File: src/rtl/ram_port_sequencer_pkg.sv
// ---------------------------------------------------------------------------
// ram_port_sequencer_pkg
// Shared definitions for the RAM port sequencer:
//   - command opcodes as carried on CMD_OP / RSP_OP
//   - sequencer FSM state encoding
//   - response record layout helper ({data, op, err})
// ---------------------------------------------------------------------------
package ram_port_sequencer_pkg;

    typedef enum logic [1:0] {
        OP_READ  = 2'd0,
        OP_WRITE = 2'd1,
        OP_ADD   = 2'd2,
        OP_RSV   = 2'd3
    } op_e;

    typedef enum logic [1:0] {
        ST_IDLE = 2'd0,
        ST_ACC  = 2'd1,
        ST_CAP  = 2'd2,
        ST_WB   = 2'd3
    } state_e;

    // Response record = data word + 2-bit op echo + 1-bit error flag.
    localparam int RSP_META_W = 3;

    function automatic int rsp_rec_w(input int data_w);
        return data_w + RSP_META_W;
    endfunction

endpackage

File: src/rtl/ram_port_sequencer_fifo.sv
// ---------------------------------------------------------------------------
// ram_rsp_fifo
// Synchronous FIFO buffering response records for the RAM port sequencer.
// DEPTH must be a power of two (pointers wrap naturally).
// Ports:
//   clk, rst_n      clock, asynchronous active-low reset (control only)
//   push, din       write request and record
//   pop             read request (ignored when empty)
//   dout            head record, forced to zero while empty
//   full, empty     status flags
//   count           number of stored records (0..DEPTH)
// ---------------------------------------------------------------------------
module ram_rsp_fifo #(
    parameter int DEPTH = 2,
    parameter int WIDTH = 35
) (
    input  logic                         clk,
    input  logic                         rst_n,
    input  logic                         push,
    input  logic [WIDTH-1:0]             din,
    input  logic                         pop,
    output logic [WIDTH-1:0]             dout,
    output logic                         full,
    output logic                         empty,
    output logic [$clog2(DEPTH):0]       count
);

    localparam int PTR_W = $clog2(DEPTH);
    localparam int CNT_W = PTR_W + 1;

    logic [WIDTH-1:0] mem [DEPTH];
    logic [PTR_W-1:0] wr_ptr;
    logic [PTR_W-1:0] rd_ptr;
    logic             push_en;
    logic             pop_en;

    assign full    = (count == CNT_W'(DEPTH));
    assign empty   = (count == '0);
    // A push into a full buffer is only legal when the head leaves in the same cycle.
    assign push_en = push && (!full || pop);
    assign pop_en  = pop && !empty;
    // Zeroed head while empty keeps the response outputs at a defined value
    // without having to reset the storage array.
    assign dout    = empty ? '0 : mem[rd_ptr];

    always_ff @(posedge clk or negedge rst_n) begin
        if (!rst_n) begin
            wr_ptr <= '0;
            rd_ptr <= '0;
            count  <= '0;
        end else begin
            if (push_en) wr_ptr <= wr_ptr + PTR_W'(1);
            if (pop_en)  rd_ptr <= rd_ptr + PTR_W'(1);
            case ({push_en, pop_en})
                2'b10:   count <= count + CNT_W'(1);
                2'b01:   count <= count - CNT_W'(1);
                default: count <= count;
            endcase
        end
    end

    always_ff @(posedge clk) begin
        if (push_en) mem[wr_ptr] <= din;
    end

endmodule

File: src/rtl/ram_port_sequencer.sv
// ---------------------------------------------------------------------------
// ram_port_sequencer
// Initiator for one port of a dual-port RAM with registered, read-before-write
// output. Executes READ, WRITE and ADD (mem += wdata) commands one at a time
// and returns the pre-operation word on a buffered response stream.
// Ports:
//   clk, rst_n                     clock, asynchronous active-low reset
//   CMD_VALID/READY/OP/ADDR/WDATA  command stream (READY from state/count only)
//   RSP_VALID/READY/DATA/OP/ERR    response stream, driven from buffer head
//   RAM_ADDR/WE/DIN                registered RAM port drive
//   RAM_Q                          RAM registered read data
//   BUSY                           a command is in flight
// ---------------------------------------------------------------------------
module ram_port_sequencer
    import ram_port_sequencer_pkg::*;
#(
    parameter int ADDR_W    = 3,
    parameter int DATA_W    = 32,
    parameter int RSP_DEPTH = 2
) (
    input  logic              clk,
    input  logic              rst_n,
    input  logic              CMD_VALID,
    output logic              CMD_READY,
    input  logic [1:0]        CMD_OP,
    input  logic [ADDR_W-1:0] CMD_ADDR,
    input  logic [DATA_W-1:0] CMD_WDATA,
    output logic              RSP_VALID,
    input  logic              RSP_READY,
    output logic [DATA_W-1:0] RSP_DATA,
    output logic [1:0]        RSP_OP,
    output logic              RSP_ERR,
    output logic [ADDR_W-1:0] RAM_ADDR,
    output logic              RAM_WE,
    output logic [DATA_W-1:0] RAM_DIN,
    input  logic [DATA_W-1:0] RAM_Q,
    output logic              BUSY
);

    localparam int REC_W = rsp_rec_w(DATA_W);
    localparam int CNT_W = $clog2(RSP_DEPTH) + 1;

    state_e            state;
    state_e            state_nxt;
    op_e               op_q;
    logic [DATA_W-1:0] wdata_q;
    logic [DATA_W-1:0] old_q;

    logic              cmd_acc;
    logic              fifo_push;
    logic [REC_W-1:0]  fifo_din;
    logic [REC_W-1:0]  fifo_dout;
    logic              fifo_pop;
    logic              fifo_full;
    logic              fifo_empty;
    logic [CNT_W-1:0]  fifo_count;
    logic              fifo_full_unused;

    // The add result deliberately wraps modulo 2^DATA_W.
    function automatic logic [DATA_W-1:0] wrap_add(input logic [DATA_W-1:0] a,
                                                   input logic [DATA_W-1:0] b);
        return a + b;
    endfunction

    assign CMD_READY        = (state == ST_IDLE) && (fifo_count < CNT_W'(RSP_DEPTH));
    assign cmd_acc          = CMD_VALID && CMD_READY;
    assign BUSY             = (state != ST_IDLE);
    assign fifo_pop         = RSP_VALID && RSP_READY;
    assign RSP_VALID        = !fifo_empty;
    assign fifo_full_unused = fifo_full;
    assign {RSP_DATA, RSP_OP, RSP_ERR} = fifo_dout;

    always_ff @(posedge clk or negedge rst_n) begin
        if (!rst_n) state <= ST_IDLE;
        else        state <= state_nxt;
    end

    always_comb begin
        state_nxt = state;
        fifo_push = 1'b0;
        fifo_din  = '0;
        case (state)
            ST_IDLE: begin
                if (cmd_acc) state_nxt = ST_ACC;
            end
            ST_ACC: begin
                state_nxt = ST_CAP;
            end
            ST_CAP: begin
                // RAM_Q now holds the word as it was before this command.
                if (op_q == OP_ADD) begin
                    state_nxt = ST_WB;
                end else begin
                    fifo_push = 1'b1;
                    fifo_din  = {RAM_Q, op_q, (op_q == OP_RSV)};
                    state_nxt = ST_IDLE;
                end
            end
            ST_WB: begin
                fifo_push = 1'b1;
                fifo_din  = {old_q, op_q, 1'b0};
                state_nxt = ST_IDLE;
            end
            default: state_nxt = ST_IDLE;
        endcase
    end

    // RAM drive registers. Asynchronous reset pulls RAM_WE low at once, so an
    // ADD interrupted in WB never writes its sum back.
    always_ff @(posedge clk or negedge rst_n) begin
        if (!rst_n) begin
            op_q     <= OP_READ;
            RAM_ADDR <= '0;
            RAM_WE   <= 1'b0;
            RAM_DIN  <= '0;
        end else begin
            case (state)
                ST_IDLE: begin
                    if (cmd_acc) begin
                        op_q     <= op_e'(CMD_OP);
                        RAM_ADDR <= CMD_ADDR;
                        RAM_DIN  <= CMD_WDATA;
                        RAM_WE   <= (CMD_OP == OP_WRITE);
                    end
                end
                ST_ACC: begin
                    RAM_WE <= 1'b0;
                end
                ST_CAP: begin
                    if (op_q == OP_ADD) begin
                        RAM_DIN <= wrap_add(RAM_Q, wdata_q);
                        RAM_WE  <= 1'b1;
                    end
                end
                ST_WB: begin
                    RAM_WE <= 1'b0;
                end
                default: RAM_WE <= 1'b0;
            endcase
        end
    end

    // Data-only registers: no reset needed, always loaded before use.
    always_ff @(posedge clk) begin
        if (cmd_acc)          wdata_q <= CMD_WDATA;
        if (state == ST_CAP)  old_q   <= RAM_Q;
    end

    ram_rsp_fifo #(
        .DEPTH (RSP_DEPTH),
        .WIDTH (REC_W)
    ) u_rsp_fifo (
        .clk   (clk),
        .rst_n (rst_n),
        .push  (fifo_push),
        .din   (fifo_din),
        .pop   (fifo_pop),
        .dout  (fifo_dout),
        .full  (fifo_full),
        .empty (fifo_empty),
        .count (fifo_count)
    );

endmodule

File: config.mk
export PLATFORM = sky130hd
export DESIGN_NAME = ram_port_sequencer
export DESIGN_NICKNAME = d
export VERILOG_FILES = /design/src/rtl/ram_port_sequencer_pkg.sv /design/src/rtl/ram_port_sequencer_fifo.sv /design/src/rtl/ram_port_sequencer.sv
export SDC_FILE = /design/constraint.sdc
export NUM_CORES = 1
export LEC_CHECK = 0
export ABC_AREA = 1
export BUFFER_PORTS_ARGS = -buffer_cell sky130_fd_sc_hd__buf_2
export CORE_ASPECT_RATIO = 0.7
export CORE_UTILIZATION = 57
export DETAILED_ROUTE_END_ITERATION = 8
export PLACE_DENSITY_LB_ADDON = 0.2
export SLEW_MARGIN = 20
export SYNTH_ARGS = -nofsm -noshare
export SYNTH_HDL_FRONTEND = slang
export SYNTH_SLANG_ARGS = --single-unit
File: constraint.sdc
create_clock -name clk -period 4.1 [get_ports clk]
set_clock_uncertainty 0.1 [all_clocks]
set_input_delay 0.41 -clock clk [delete_from_list [all_inputs] [get_ports clk]]
set_output_delay 0.41 -clock clk [all_outputs]
set_load 0.1 [all_outputs]
==> impl_results.md <==
* Hold Path End: wdata_q[26]$_DFFE_PP_
* Hold depth at 1
* Core area at 0.0156 mm^2
* #FFs+latches synth at 178
* Worst-case reg-to-reg path depth at 9
* Layout area overhead at 16.6%
* Die ar. at between 0.015 and 0.02 mm^2
* Final setup violation count at 0
* WP data required at 3.59 ns
* HP Start: CMD_WDATA[26]
* Post-synthesis instance total at 1051
* Max cap viols at 0
* Die Y at about 110 um
* Worst min path class: in2reg
* Min Clock Period, post-route at approximately 2.7 ns
* CTS Buf Count at 17
* Initial Util at 0.590
* Die extent in x at roughly 150 um
* Drt initial violations at 753
* Worst-case clock buffer depth at 2
* Critical path type: reg2out
* Vias in the first global route at 6850
* Most frequent cells in the layout: 373 x nand2_1, 145 x buf_2, 134 x edfxtp_1, 130 x inv_1, 88 x nor2_1
* DRC Markers at 0
* Gr ovfl total at 0
* Post-DP HPWL at 16.2 mm
* Synth warnings at 0
* Final ANT Viol Nets at 0
* Io pins at 147
* Slew @ Worst Pin at 0.924 ns
* Netlist cell types at 35
* Root Driver: clkbuf_16
* TritonCTS clock tree: yes
* Row count at 38
* Worst-Skew Late Latency at 0.43 ns
* Max Freq at 0.369 GHz
* Global-route wire length before repair at 35.8 mm
* Port Buffers at 146
* Post-synthesis area per instance at 8.77 um^2
* Post-Route WL at 22.5 mm
* Final TNS setup at 0 ns
* Sequential-to-total area share from yosys stat at 0.556
* Layout cells sized above 1 at 0.163
* R2r startpoint: state[1]$_DFFE_PN0P_
* Hold Vio Cnt, Final at 0
* Worst R2R Setup Slack at 1.61 ns
* Clock-pin slew on the worst setup and hold paths at 0.08 ns
* Layout Nets at 1303
* Post-CTS Setup Inserts at 0
* WL/cell at 15.9 um
* Worst setup EP type: primary output
* Clk sink count at 178
* Reg-to-Reg End: u_rsp_fifo.count[1]$_DFFE_PN0P_
* RSZ-0062 raised after global routing: false
* Initial antenna violation count at 2
* Syn_nets at 1157
* Relative slew margins at 0.380
* Worst-path fanout max at 35
* GRT Util Overall at 0.285
* GPL Wtd Cong at just over 0.9
* Run status: completed
* Synth Cell Area at 0.00922 mm^2
* H-tree levels at 4
* Startpoint type of the worst setup path: flop
* Final Slew Violations at 0
* Crit path DAT at roughly 2.2 ns
* First-pass detailed-route iteration total at 6
* Fin crit share at 0.661
* Largest net degree at the start of global routing at 75
* Via density at 5.29
* Commonest non-fill, non-tap cell in the layout: nand2_1
* Vias at 7469
==> synthesized netlist by cell type <==
library cell | n | area (um^2)
inv_1 | 130 | 488
clkinv_1 | 2 | 7.51
buf_4 | 1 | 7.51
buf_2 | 3 | 15.0
a22oi_1 | 1 | 7.51
nand2_2 | 1 | 6.26
ha_1 | 32 | 400
a31oi_1 | 2 | 12.5
a21oi_1 | 85 | 425
nor2_4 | 1 | 11.3
a22o_1 | 33 | 289
xnor2_1 | 4 | 35.0
and2_1 | 1 | 6.26
nand2_1 | 373 | 1400
dfrtp_1 | 44 | 1100
a21o_1 | 1 | 7.51
nor2_2 | 1 | 6.26
xor2_1 | 10 | 87.6
o21ai_1 | 3 | 15.0
o21a_1 | 1 | 7.51
nand4_1 | 3 | 18.8
o21ai_0 | 9 | 45.0
nor2_1 | 91 | 342
nand3b_1 | 1 | 7.51
nor3_1 | 5 | 25.0
nand3_1 | 44 | 220
edfxtp_1 | 134 | 4020
buf_6 | 3 | 33.8
inv_2 | 3 | 11.3
o32ai_1 | 1 | 8.76
o211ai_1 | 1 | 7.51
fa_1 | 1 | 20.0
o21bai_1 | 3 | 22.5
clkbuf_1 | 22 | 82.6
a21oi_4 | 1 | 16.3
==> registers in the layout, summed over array words and instances, names as in the netlist <==
name	cells
u_rsp_fifo.mem	70
old_q	32
u_rsp_fifo.wr_ptr	1
RAM_ADDR	3
RAM_DIN	32
state	2
RAM_WE	1
wdata_q	32
u_rsp_fifo.count	2
op_q	2
u_rsp_fifo.rd_ptr	1
==> stage by stage <==
stage          instances  worst slack (ns)   util  hold slack, ns  cell area, um^2
3_5_place_dp        1377              1.64  0.648           0.360            10100
2_1_floorplan       1051             0.646      -          0.0144             9220
5_1_grt             1412              1.17  0.687          0.0504            10800
4_1_cts             1409              1.36  0.686          0.0533            10700
6_report            1413              1.39  0.688          0.0609            10800
3_3_place_gp        1377              1.71  0.648           0.359            10100
==> what timing repair did <==
action                                 4_1_cts  5_1_grt
hold buffers                                 0        1
resized for setup                            0        0
endpoints found under the hold margin        0       44
==> routing by layer <==
metal	wire length, um	global-route usage	up-vias	part of all wire
li1	-	-	3735	-
met2	9240	0.413	304	0.41
met5	0	0	-	0
met1	11000	0.437	3405	0.49
met3	1990	0.0581	25	0.088
met4	321	0.0757	0	0.014
==> final cells by class <==
| cell class | instances | area, um^2 |
|---|---|---|
| Multi-Input combinational cell | 709 | 3460 |
| Tap cell | 200 | 250 |
| Sequential cell | 178 | 5120 |
| Clock buffer | 18 | 429 |
| Inverter | 135 | 507 |
| Timing Repair Buffer | 156 | 811 |
| Clock inverter | 14 | 163 |
| Fill cell | 1252 | 4890 |
| Antenna cell | 3 | 7.51 |
==> worst max path at each step <==
| stage | slack [ns] | end | cells after the start | from |
|---|---|---|---|---|
| 2_1_floorplan | 0.65 | wdata_q[0]$_DFFE_PP_ | 5 | state[0]$_DFFE_PN0P_ |
| 3_3_place_gp | 1.71 | RAM_DIN[28]$_DFFE_PN0P_ | 13 | RAM_Q[0] |
| 3_5_place_dp | 1.64 | RAM_DIN[28]$_DFFE_PN0P_ | 13 | RAM_Q[0] |
| 4_1_cts | 1.36 | RSP_DATA[11] | 4 | u_rsp_fifo.rd_ptr$_DFFE_PN0P_ |
| 5_1_grt | 1.17 | RSP_DATA[11] | 4 | u_rsp_fifo.rd_ptr$_DFFE_PN0P_ |
| 6_report | 1.39 | RSP_DATA[18] | 4 | u_rsp_fifo.rd_ptr$_DFFE_PN0P_ |
==> critical path, stage by stage, from the launching register on <==
cell and delay, ns:
dfrtp_1 0.35, clkinv_1 0.72, nand2_1 0.27, a21oi_1 0.12, buf_2 0.32
==> cell families (layout without fill, tap and decap cells) <==
logic type / after synthesis / in the layout / share of synthesized area
AO/OA/AOI/OAI: 141 / 141 / 0.0938
adder cells (fa/ha/maj): 33 / 33 / 0.0456
other: 0 / 3 / 0
XOR/XNOR: 14 / 14 / 0.0133
buffers and inverters: 164 / 323 / 0.0700
AND/OR/NAND/NOR: 521 / 521 / 0.222
flip-flops: 178 / 178 / 0.556
Power is not shown: default switching activity piles up to over one toggle a cycle in this logic, so the estimate is an artifact.
